[src/rtl/counter_ctrl_if.sv]
// Command and status bundle between a host/sequencer and counter_ctrl.
// Handshake: a command transfers on the rising edge where cmd_valid && cmd_ready;
// the host holds cmd_op/cmd_mode/cmd_data/cfg_div stable while cmd_valid is high.
interface counter_ctrl_if #(
  parameter int WIDTH = 3,
  parameter int DIV_W = 4
);
  logic             cmd_valid;
  logic             cmd_ready;
  logic [1:0]       cmd_op;
  logic [1:0]       cmd_mode;
  logic [WIDTH-1:0] cmd_data;
  logic [DIV_W-1:0] cfg_div;
  logic [WIDTH-1:0] q;
  logic             busy;
  logic             tc_pulse;
  logic             done;
  logic             cmd_err;

  modport master (
    output cmd_valid, cmd_op, cmd_mode, cmd_data, cfg_div,
    input  cmd_ready, q, busy, tc_pulse, done, cmd_err
  );

  modport slave (
    input  cmd_valid, cmd_op, cmd_mode, cmd_data, cfg_div,
    output cmd_ready, q, busy, tc_pulse, done, cmd_err
  );
endinterface

[src/rtl/counter_ctrl.sv]
// Command-driven up-counter with prescaler, terminal value and free-run,
// one-shot and periodic modes. All outputs come straight from flops.
module counter_ctrl #(
  parameter int WIDTH = 3,
  parameter int DIV_W = 4
) (
  input  logic         clk,
  input  logic         rst,
  counter_ctrl_if.slave bus,
  output logic [1:0]   state_dbg
);

  typedef enum logic [1:0] {IDLE = 2'b00, RUN = 2'b01, DONE = 2'b10} state_e;
  typedef enum logic [1:0] {M_FREE = 2'b00, M_ONESHOT = 2'b01, M_PERIODIC = 2'b10} mode_e;

  localparam logic [1:0] OP_START = 2'b00;
  localparam logic [1:0] OP_STOP  = 2'b01;
  localparam logic [1:0] OP_LOAD  = 2'b10;
  localparam logic [1:0] OP_CLEAR = 2'b11;

  state_e           state_q, state_d;
  mode_e            mode_q, mode_d;
  logic [WIDTH-1:0] cnt_q, cnt_d;
  logic [WIDTH-1:0] term_q, term_d;
  logic [DIV_W-1:0] div_q, div_d;
  logic [DIV_W-1:0] presc_q, presc_d;
  logic             ready_q, ready_d;
  logic             busy_q, busy_d;
  logic             tc_q, tc_d;
  logic             done_q, done_d;
  logic             err_q, err_d;
  logic             accept;
  logic             tick;
  logic             run_tick;

  assign accept = bus.cmd_valid && ready_q;
  assign tick   = (state_q == RUN) && (presc_q == div_q);

  always_comb begin
    state_d  = state_q;
    mode_d   = mode_q;
    cnt_d    = cnt_q;
    term_d   = term_q;
    div_d    = div_q;
    presc_d  = presc_q;
    ready_d  = 1'b1;
    tc_d     = 1'b0;
    err_d    = 1'b0;
    run_tick = 1'b0;

    if (state_q == RUN) begin
      presc_d = tick ? '0 : presc_q + 1'b1;
    end

    // A command other than START-in-RUN swallows a coincident tick.
    if (accept) begin
      case (bus.cmd_op)
        OP_START: begin
          if (state_q == RUN) begin
            run_tick = tick;
          end else begin
            if (state_q == DONE) cnt_d = '0;
            state_d = RUN;
            div_d   = bus.cfg_div;
            presc_d = '0;
          end
        end
        OP_STOP: begin
          if (state_q == RUN) begin
            state_d = IDLE;
            presc_d = '0;
          end
        end
        OP_LOAD: begin
          if (state_q == RUN) begin
            err_d = 1'b1;
          end else begin
            term_d  = bus.cmd_data;
            cnt_d   = '0;
            state_d = IDLE;
            if (bus.cmd_mode == 2'b11) begin
              mode_d = M_FREE;
              err_d  = 1'b1;
            end else begin
              mode_d = mode_e'(bus.cmd_mode);
            end
          end
        end
        default: begin
          state_d = IDLE;
          cnt_d   = '0;
          presc_d = '0;
        end
      endcase
    end else begin
      run_tick = tick;
    end

    if (run_tick) begin
      case (mode_q)
        M_PERIODIC: begin
          if (cnt_q == term_q) begin
            cnt_d = '0;
            tc_d  = 1'b1;
          end else begin
            cnt_d = cnt_q + 1'b1;
          end
        end
        M_ONESHOT: begin
          if (cnt_q == term_q) begin
            tc_d    = 1'b1;
            state_d = DONE;
          end else begin
            cnt_d = cnt_q + 1'b1;
          end
        end
        default: begin
          cnt_d = cnt_q + 1'b1;
          tc_d  = (cnt_q == '1);
        end
      endcase
    end

    busy_d = (state_d == RUN);
    done_d = (state_d == DONE);
  end

  always_ff @(posedge clk) begin
    if (rst) begin
      state_q <= IDLE;
      mode_q  <= M_FREE;
      cnt_q   <= '0;
      term_q  <= '1;
      div_q   <= '0;
      presc_q <= '0;
      ready_q <= 1'b0;
      busy_q  <= 1'b0;
      tc_q    <= 1'b0;
      done_q  <= 1'b0;
      err_q   <= 1'b0;
    end else begin
      state_q <= state_d;
      mode_q  <= mode_d;
      cnt_q   <= cnt_d;
      term_q  <= term_d;
      div_q   <= div_d;
      presc_q <= presc_d;
      ready_q <= ready_d;
      busy_q  <= busy_d;
      tc_q    <= tc_d;
      done_q  <= done_d;
      err_q   <= err_d;
    end
  end

  assign bus.cmd_ready = ready_q;
  assign bus.q         = cnt_q;
  assign bus.busy      = busy_q;
  assign bus.tc_pulse  = tc_q;
  assign bus.done      = done_q;
  assign bus.cmd_err   = err_q;
  assign state_dbg     = state_q;

endmodule

[src/flat_wrapper.sv]
// flat-port wrapper written by rule: the top's interface ports become plain ports
module counter_ctrl_flat 
#(
  parameter int WIDTH = 3,
  parameter int DIV_W = 4
)
  (clk, rst, state_dbg, bus_cmd_valid, bus_cmd_op, bus_cmd_mode, bus_cmd_data, bus_cfg_div, bus_cmd_ready, bus_q, bus_busy, bus_tc_pulse, bus_done, bus_cmd_err);
  counter_ctrl_if #(.WIDTH(WIDTH), .DIV_W(DIV_W)) bus_i ();
  input  logic clk;
  input  logic rst;
  output logic [1:0] state_dbg;
  input wire logic [$bits(bus_i.cmd_valid)-1:0] bus_cmd_valid;
  input wire logic [$bits(bus_i.cmd_op)-1:0] bus_cmd_op;
  input wire logic [$bits(bus_i.cmd_mode)-1:0] bus_cmd_mode;
  input wire logic [$bits(bus_i.cmd_data)-1:0] bus_cmd_data;
  input wire logic [$bits(bus_i.cfg_div)-1:0] bus_cfg_div;
  output wire logic [$bits(bus_i.cmd_ready)-1:0] bus_cmd_ready;
  output wire logic [$bits(bus_i.q)-1:0] bus_q;
  output wire logic [$bits(bus_i.busy)-1:0] bus_busy;
  output wire logic [$bits(bus_i.tc_pulse)-1:0] bus_tc_pulse;
  output wire logic [$bits(bus_i.done)-1:0] bus_done;
  output wire logic [$bits(bus_i.cmd_err)-1:0] bus_cmd_err;
  assign bus_i.cmd_valid = bus_cmd_valid;
  assign bus_i.cmd_op = bus_cmd_op;
  assign bus_i.cmd_mode = bus_cmd_mode;
  assign bus_i.cmd_data = bus_cmd_data;
  assign bus_i.cfg_div = bus_cfg_div;
  assign bus_cmd_ready = bus_i.cmd_ready;
  assign bus_q = bus_i.q;
  assign bus_busy = bus_i.busy;
  assign bus_tc_pulse = bus_i.tc_pulse;
  assign bus_done = bus_i.done;
  assign bus_cmd_err = bus_i.cmd_err;
  counter_ctrl #(.WIDTH(WIDTH), .DIV_W(DIV_W)) u_core (.clk(clk), .rst(rst), .bus(bus_i), .state_dbg(state_dbg));
endmodule
[config.mk]
export PLATFORM = sky130hd
export DESIGN_NAME = counter_ctrl_flat
export DESIGN_NICKNAME = d
export VERILOG_FILES = /design/src/rtl/counter_ctrl_if.sv /design/src/rtl/counter_ctrl.sv /design/src/flat_wrapper.sv
export SDC_FILE = /design/constraint.sdc
export NUM_CORES = 1
export LEC_CHECK = 0
export CAP_MARGIN = 10
export CELL_PAD_IN_SITES_DETAIL_PLACEMENT = 1
export CELL_PAD_IN_SITES_GLOBAL_PLACEMENT = 2
export CORE_ASPECT_RATIO = 1.1
export CORE_UTILIZATION = 30
export CTS_CLUSTER_SIZE = 40
export DETAILED_ROUTE_END_ITERATION = 10
export DONT_BUFFER_PORTS = 1
export GPL_TIMING_DRIVEN = 0
export HOLD_SLACK_MARGIN = 0.06
export PLACE_DENSITY_LB_ADDON = 0.1
export SKIP_CTS_REPAIR_TIMING = 1
export SLEW_MARGIN = 20
export SYNTH_ARGS = -nofsm -noshare
export SYNTH_HDL_FRONTEND = slang
export SYNTH_SLANG_ARGS = --single-unit
[constraint.sdc]
create_clock -name clk -period 1.95 [get_ports clk]
set_clock_uncertainty 0.05 [all_clocks]
set_input_delay 0.39 -clock clk [delete_from_list [all_inputs] [get_ports clk]]
set_output_delay 0.39 -clock clk [all_outputs]
set_load 0.01 [all_outputs]
; ---- Yosys cells after proc, flatten, opt, wreduce, memory -nomap -nowiden
; Cells that the tools add are included.
; Widths: inputs -> output; s select.
[totals]
rom_bits = 0
register_bits = 23
latchBits = 0
n_memories = 0
wordCells = 69
ram_bits = 0
out_inout_bits = 10
[op_classes]
n_reduce_logical = 8
n_lt_le_gt_ge = 0
n_addsub = 2
div_mod_pow = 0
n_eq_ne = 12
shift = 0
multipliers = 0
mux = 32
n_bitwise = 4
[ops]
columns = operator, n
row1 = $mux 3, 7
row2 = $mux 4, 5
row3 = $mux 2, 8
row4 = $pmux 4 s3, 1
row5 = $eq 2x2->1 const B, 5
row6 = $pmux 3 s3, 1
row7 = $eq 2x1->1 const B, 4
row8 = $mux 1, 8
row9 = $pmux 2 s3, 1
row10 = $pmux 3 s2, 1
row11 = $reduce_and 3->1, 2
row12 = $add 4x1->4 const B, 1
row13 = $eq 4x4->1, 1
row14 = $not 1->1, 4
row15 = $reduce_or 2->1, 2
row16 = $add 3x1->3 const B, 1
row17 = $eq 3x3->1, 1
row18 = $eq 3x3->1 const B, 1
row19 = $reduce_or 3->1, 1
row20 = $logic_and 1x1->1, 2
row21 = $logic_not 2->1, 1

; ---- Longest topological paths before layout
[logic_depth]
word_depth = 8
ltp_mapped = 6
mapped_depth_nobuf = 6

; ---- Least setup slack after synthesis
; Ideal clock, no wire load.
[synth_path]
path_type = register to register
from = reg u_core.presc_q[1]
to = reg u_core.cnt_q[0] (netlist: u_core.bus.q[0])
stages_incl_launch_ff = 6
path_slack_ns = 0.231
arrival_ns = 1.548
setup_ns = 0.121
path_buffers = 0
t_required_ns = 1.779
period_less_slack_ns = 1.719
cell_sequence = dfxtp_1 > xor2_1 > nor4_4 > nand2_2 > o311a_1 > mux2_4
[synth_between]
elab_chain_cells = 6
[synth_rtl]
columns = item, line
row1 = from (decl), counter_ctrl.sv:26  ; logic [DIV_W-1:0] presc_q, presc_d;
row2 = from (signal assigned), counter_ctrl.sv:147  ; presc_q <= presc_d;
row3 = $eq 4x4->1 (*), counter_ctrl.sv:37  ; assign tick = (state_q == RUN) && (presc_q == div_q);
row4 = $logic_and 1x1->1 (*), counter_ctrl.sv:37
row5 = $mux 1, counter_ctrl.sv:59  ; if (state_q == RUN) begin
row6 = $mux 1, counter_ctrl.sv:57  ; case (bus.cmd_op)
row7 = $mux 1 (*), counter_ctrl.sv:56  ; if (accept) begin
row8 = $mux 3 (*), counter_ctrl.sv:99  ; if (run_tick) begin
row9 = to (signal assigned), counter_ctrl.sv:144  ; cnt_q <= cnt_d;
row10 = to (decl), counter_ctrl.sv:23  ; logic [WIDTH-1:0] cnt_q, cnt_d;
; Every way passes the cells marked *; elsewhere a longest branch is shown, timed or not.
; A chain may end at the register's enable or synchronous reset.

; ---- Final worst setup path
[layout_path]
from = reg u_core.div_q[2]
to = reg u_core.cnt_q[0] (netlist: u_core.bus.q[0])
[layout_between]
elab_chain_cells = 6
[layout_rtl]
columns = item, line
row1 = from (decl), counter_ctrl.sv:25  ; logic [DIV_W-1:0] div_q, div_d;
row2 = from (signal assigned), counter_ctrl.sv:146  ; div_q <= div_d;
row3 = $eq 4x4->1 (*), counter_ctrl.sv:37
row4 = $logic_and 1x1->1 (*), counter_ctrl.sv:37
row5 = $mux 1, counter_ctrl.sv:59
row6 = $mux 1, counter_ctrl.sv:57
row7 = $mux 1 (*), counter_ctrl.sv:56
row8 = $mux 3 (*), counter_ctrl.sv:99
; Marked as above.

==> flow_summary.toml <==
[run_status]
outcome = "complete, no violations"

[route]
ant_nets = 0
vias_per_cell = 5.005
dr.pass1.iters = 3
drt_iter0_drc = 19
routedWlPerCell_um = 14.85
wl_um = 2748
drc_errors = 0
vias = 926

[floorplan]
io-pin-count = 24
initial_core_util = 0.3175
die_width_um = 61.76
dieArea_mm2 = 0.004184
rows = 23
die_y_um = 67.74
core_area_mm2 = 0.003712

[place]
portBuffers = 0
place_congestion = 0.6907
dpl.cell_count = 181
dp_hpwl_um = 2081

[sta]
max_freq_mhz = 534.2
slew-limit-headroom = 0.5343
worstMarginPinSlew_ns = 0.6927
setup_violations = 0
slew_viol_final = 0
hold_viol_final = 0
tns_ns = 0
min_period_ns = 1.872
rsz0062_at_grt = "false"
timing.final.crit_share = 0.9601
fin_hold_ws_ns = 0.1913

[worst_setup_path]
critPathKind = "register to register"
slowest_stage = "o311a_4"
critical_path.max_fanout = 6
cp-end-kind = "register"
r2r_slack_ns = 0.08
worstPathCellList = "xor2_1, nor4_4, nand2_2, o311a_4, mux2_4"
start_kind = "register"
slowest_delay_ns = 0.40
cp_data_required_time_ns = 2.07
cp.arrival_ns = 1.99
critPathTopFamily = "simple AND/OR/NAND/NOR gates"
worst-path-buf-inv = 0

[synthesis]
synth_enable_flop_cells = 0
ys.flop_type = "dfxtp_1"
ys_seq_elements = 23
syn-cell-area_mm2 = 0.001179
synth_top_area_frac = 0.3907
synthDistinctLibCells = 37
synth_top_cell_by_area = "dfxtp_1"
syn_nets = 150
async_flop_share = 0
yosys_warnings = 0
yosysMostFrequentCell = "dfxtp_1"
syn_avg_cell_area_um2 = 8.997
synth_common_cells = "dfxtp_1 (23), nor2_1 (11), o21ai_0 (9)"
synth_area_leaders = "dfxtp_1 (39%), ha_1 (5.3%), mux2i_1 (4.2%), o21ai_0 (3.8%), xnor2_1 (3.7%)"
synthCells = 131
ys_seq_area_frac = 0.3907

[cts]
cts.sinks = 23
clk_pin_slew_ns = 0.08
tritoncts = "yes"
clockBufferDepth = 2
cts_htree_levels = 1
insertion_delay_ns = 0.27
root_buffer = "clkbuf_8"
cts_made_buffers = 3

[layout]
stdcell_count = 185
insertedDiodeCount = 0
fin_nets = 155
syn_to_final_growth_pct = 10.83
fill_cells = 444
drive_gt1_frac = 0.1111

[global_route]
antenna_found_initial = 0
track_usage = 0.1521
grt_max_degree = 13
grt_pass1_wl_um = 4471
grt_pass1_vias = 922
gr-total-overflow = 0

[power_and_ir_drop]
total_leakage_power_nw = 0.4768
peakVddDrop_v = 0.0002140
power.density_mw_per_mm2 = 671.8

[flow_run]
max-cap-violations = 0

[worst_hold_path]
hp-class = "input pin to register"
-- placed cells by master, fill, tap and decap left out, types with 2 or more instances in the layout --
| master | n |
|---|---|
| inv_1 | 5 |
| a31oi_1 | 4 |
| nor2_1 | 10 |
| nor3_1 | 3 |
| o21a_1 | 2 |
| mux2i_1 | 5 |
| a21oi_1 | 8 |
| nand2b_1 | 2 |
| nand3_1 | 5 |
| nand4_1 | 3 |
| a221oi_1 | 2 |
| clkbuf_1 | 4 |
| o21ai_0 | 9 |
| xor2_1 | 4 |
| nand3b_1 | 2 |
| ha_1 | 5 |
| dfxtp_1 | 21 |
| dfxtp_2 | 2 |
| xnor2_1 | 5 |
| and2_1 | 2 |
| nand2_1 | 8 |
| nor2b_1 | 2 |
| a22o_1 | 2 |
| clkbuf_8 | 3 |
-- area by class of cell --
type	count	area [µm²]	share of cell area
multi-input cells	97	689.4	0.5278
inverters	6	22.52	0.01724
clock buffers	4	45.04	0.03448
plain buffers	4	16.27	0.01245
flip-flops and latches	23	462.9	0.3544
repair buffers	1	7.507	0.005747
well taps	50	62.56	0.04789
-- path summary, 6_finish.rpt --
kind                       end              start  cells past startpoint
max            u_core.bus.q[0]    u_core.div_q[2]                      5
min           u_core.term_q[1]    bus_cmd_data[1]                      2
max reg2reg    u_core.bus.q[0]    u_core.div_q[2]                      5
min reg2reg  u_core.presc_q[2]  u_core.presc_q[2]                      1
-- logic make-up after synthesis --
group | synth area share
AO/OA/AOI/OAI | 0.1879
multiplexers | 0.05520
adder cells (fa/ha/maj) | 0.05308
AND/OR/NAND/NOR | 0.2102
buffers and inverters | 0.03608
flip-flops | 0.3907
XOR/XNOR | 0.06687
-- registers in the layout (all words and copies together), names as in the netlist --
name and cells:
u_core.bus.busy 1, u_core.bus.tc_pulse 1, u_core.bus.done 1, u_core.bus.q 3, u_core.div_q 4, u_core.bus.cmd_ready 1, u_core.mode_q 2, u_core.bus.cmd_err 1
u_core.presc_q 4, u_core.state_dbg 2, u_core.term_q 3
-- power breakdown --
part           internal [mW]  switching, mW  total (mW)
combinational         0.0343         0.0516      0.0859
sequential             0.478        0.00996       0.488
clock                  0.146          0.157       0.303
-- metal layers --
metal | wire, µm | track usage
met2 | 1334 | 0.2446
met1 | 1248 | 0.1870
met4 | 61 | 0.07500
met3 | 104 | 0.03640
met5 | 0 | 0
-- per-stage QoR --
stage / utilization / cell area [µm²] / power [mW] / setup WS (ns)
after floorplan: - / 1179 / 0.5635 / 0.2306
after global placement: 0.3343 / 1241 / 0.5817 / 0.02306
after detailed placement: 0.3343 / 1241 / 0.5835 / 0.01297
after CTS: 0.3465 / 1286 / 0.8865 / 0.006161
after global routing: 0.3519 / 1306 / 0.9229 / 0.002553
final: 0.3519 / 1306 / 0.8776 / 0.07789
Note: power is estimated with default switching activity, not from simulation.
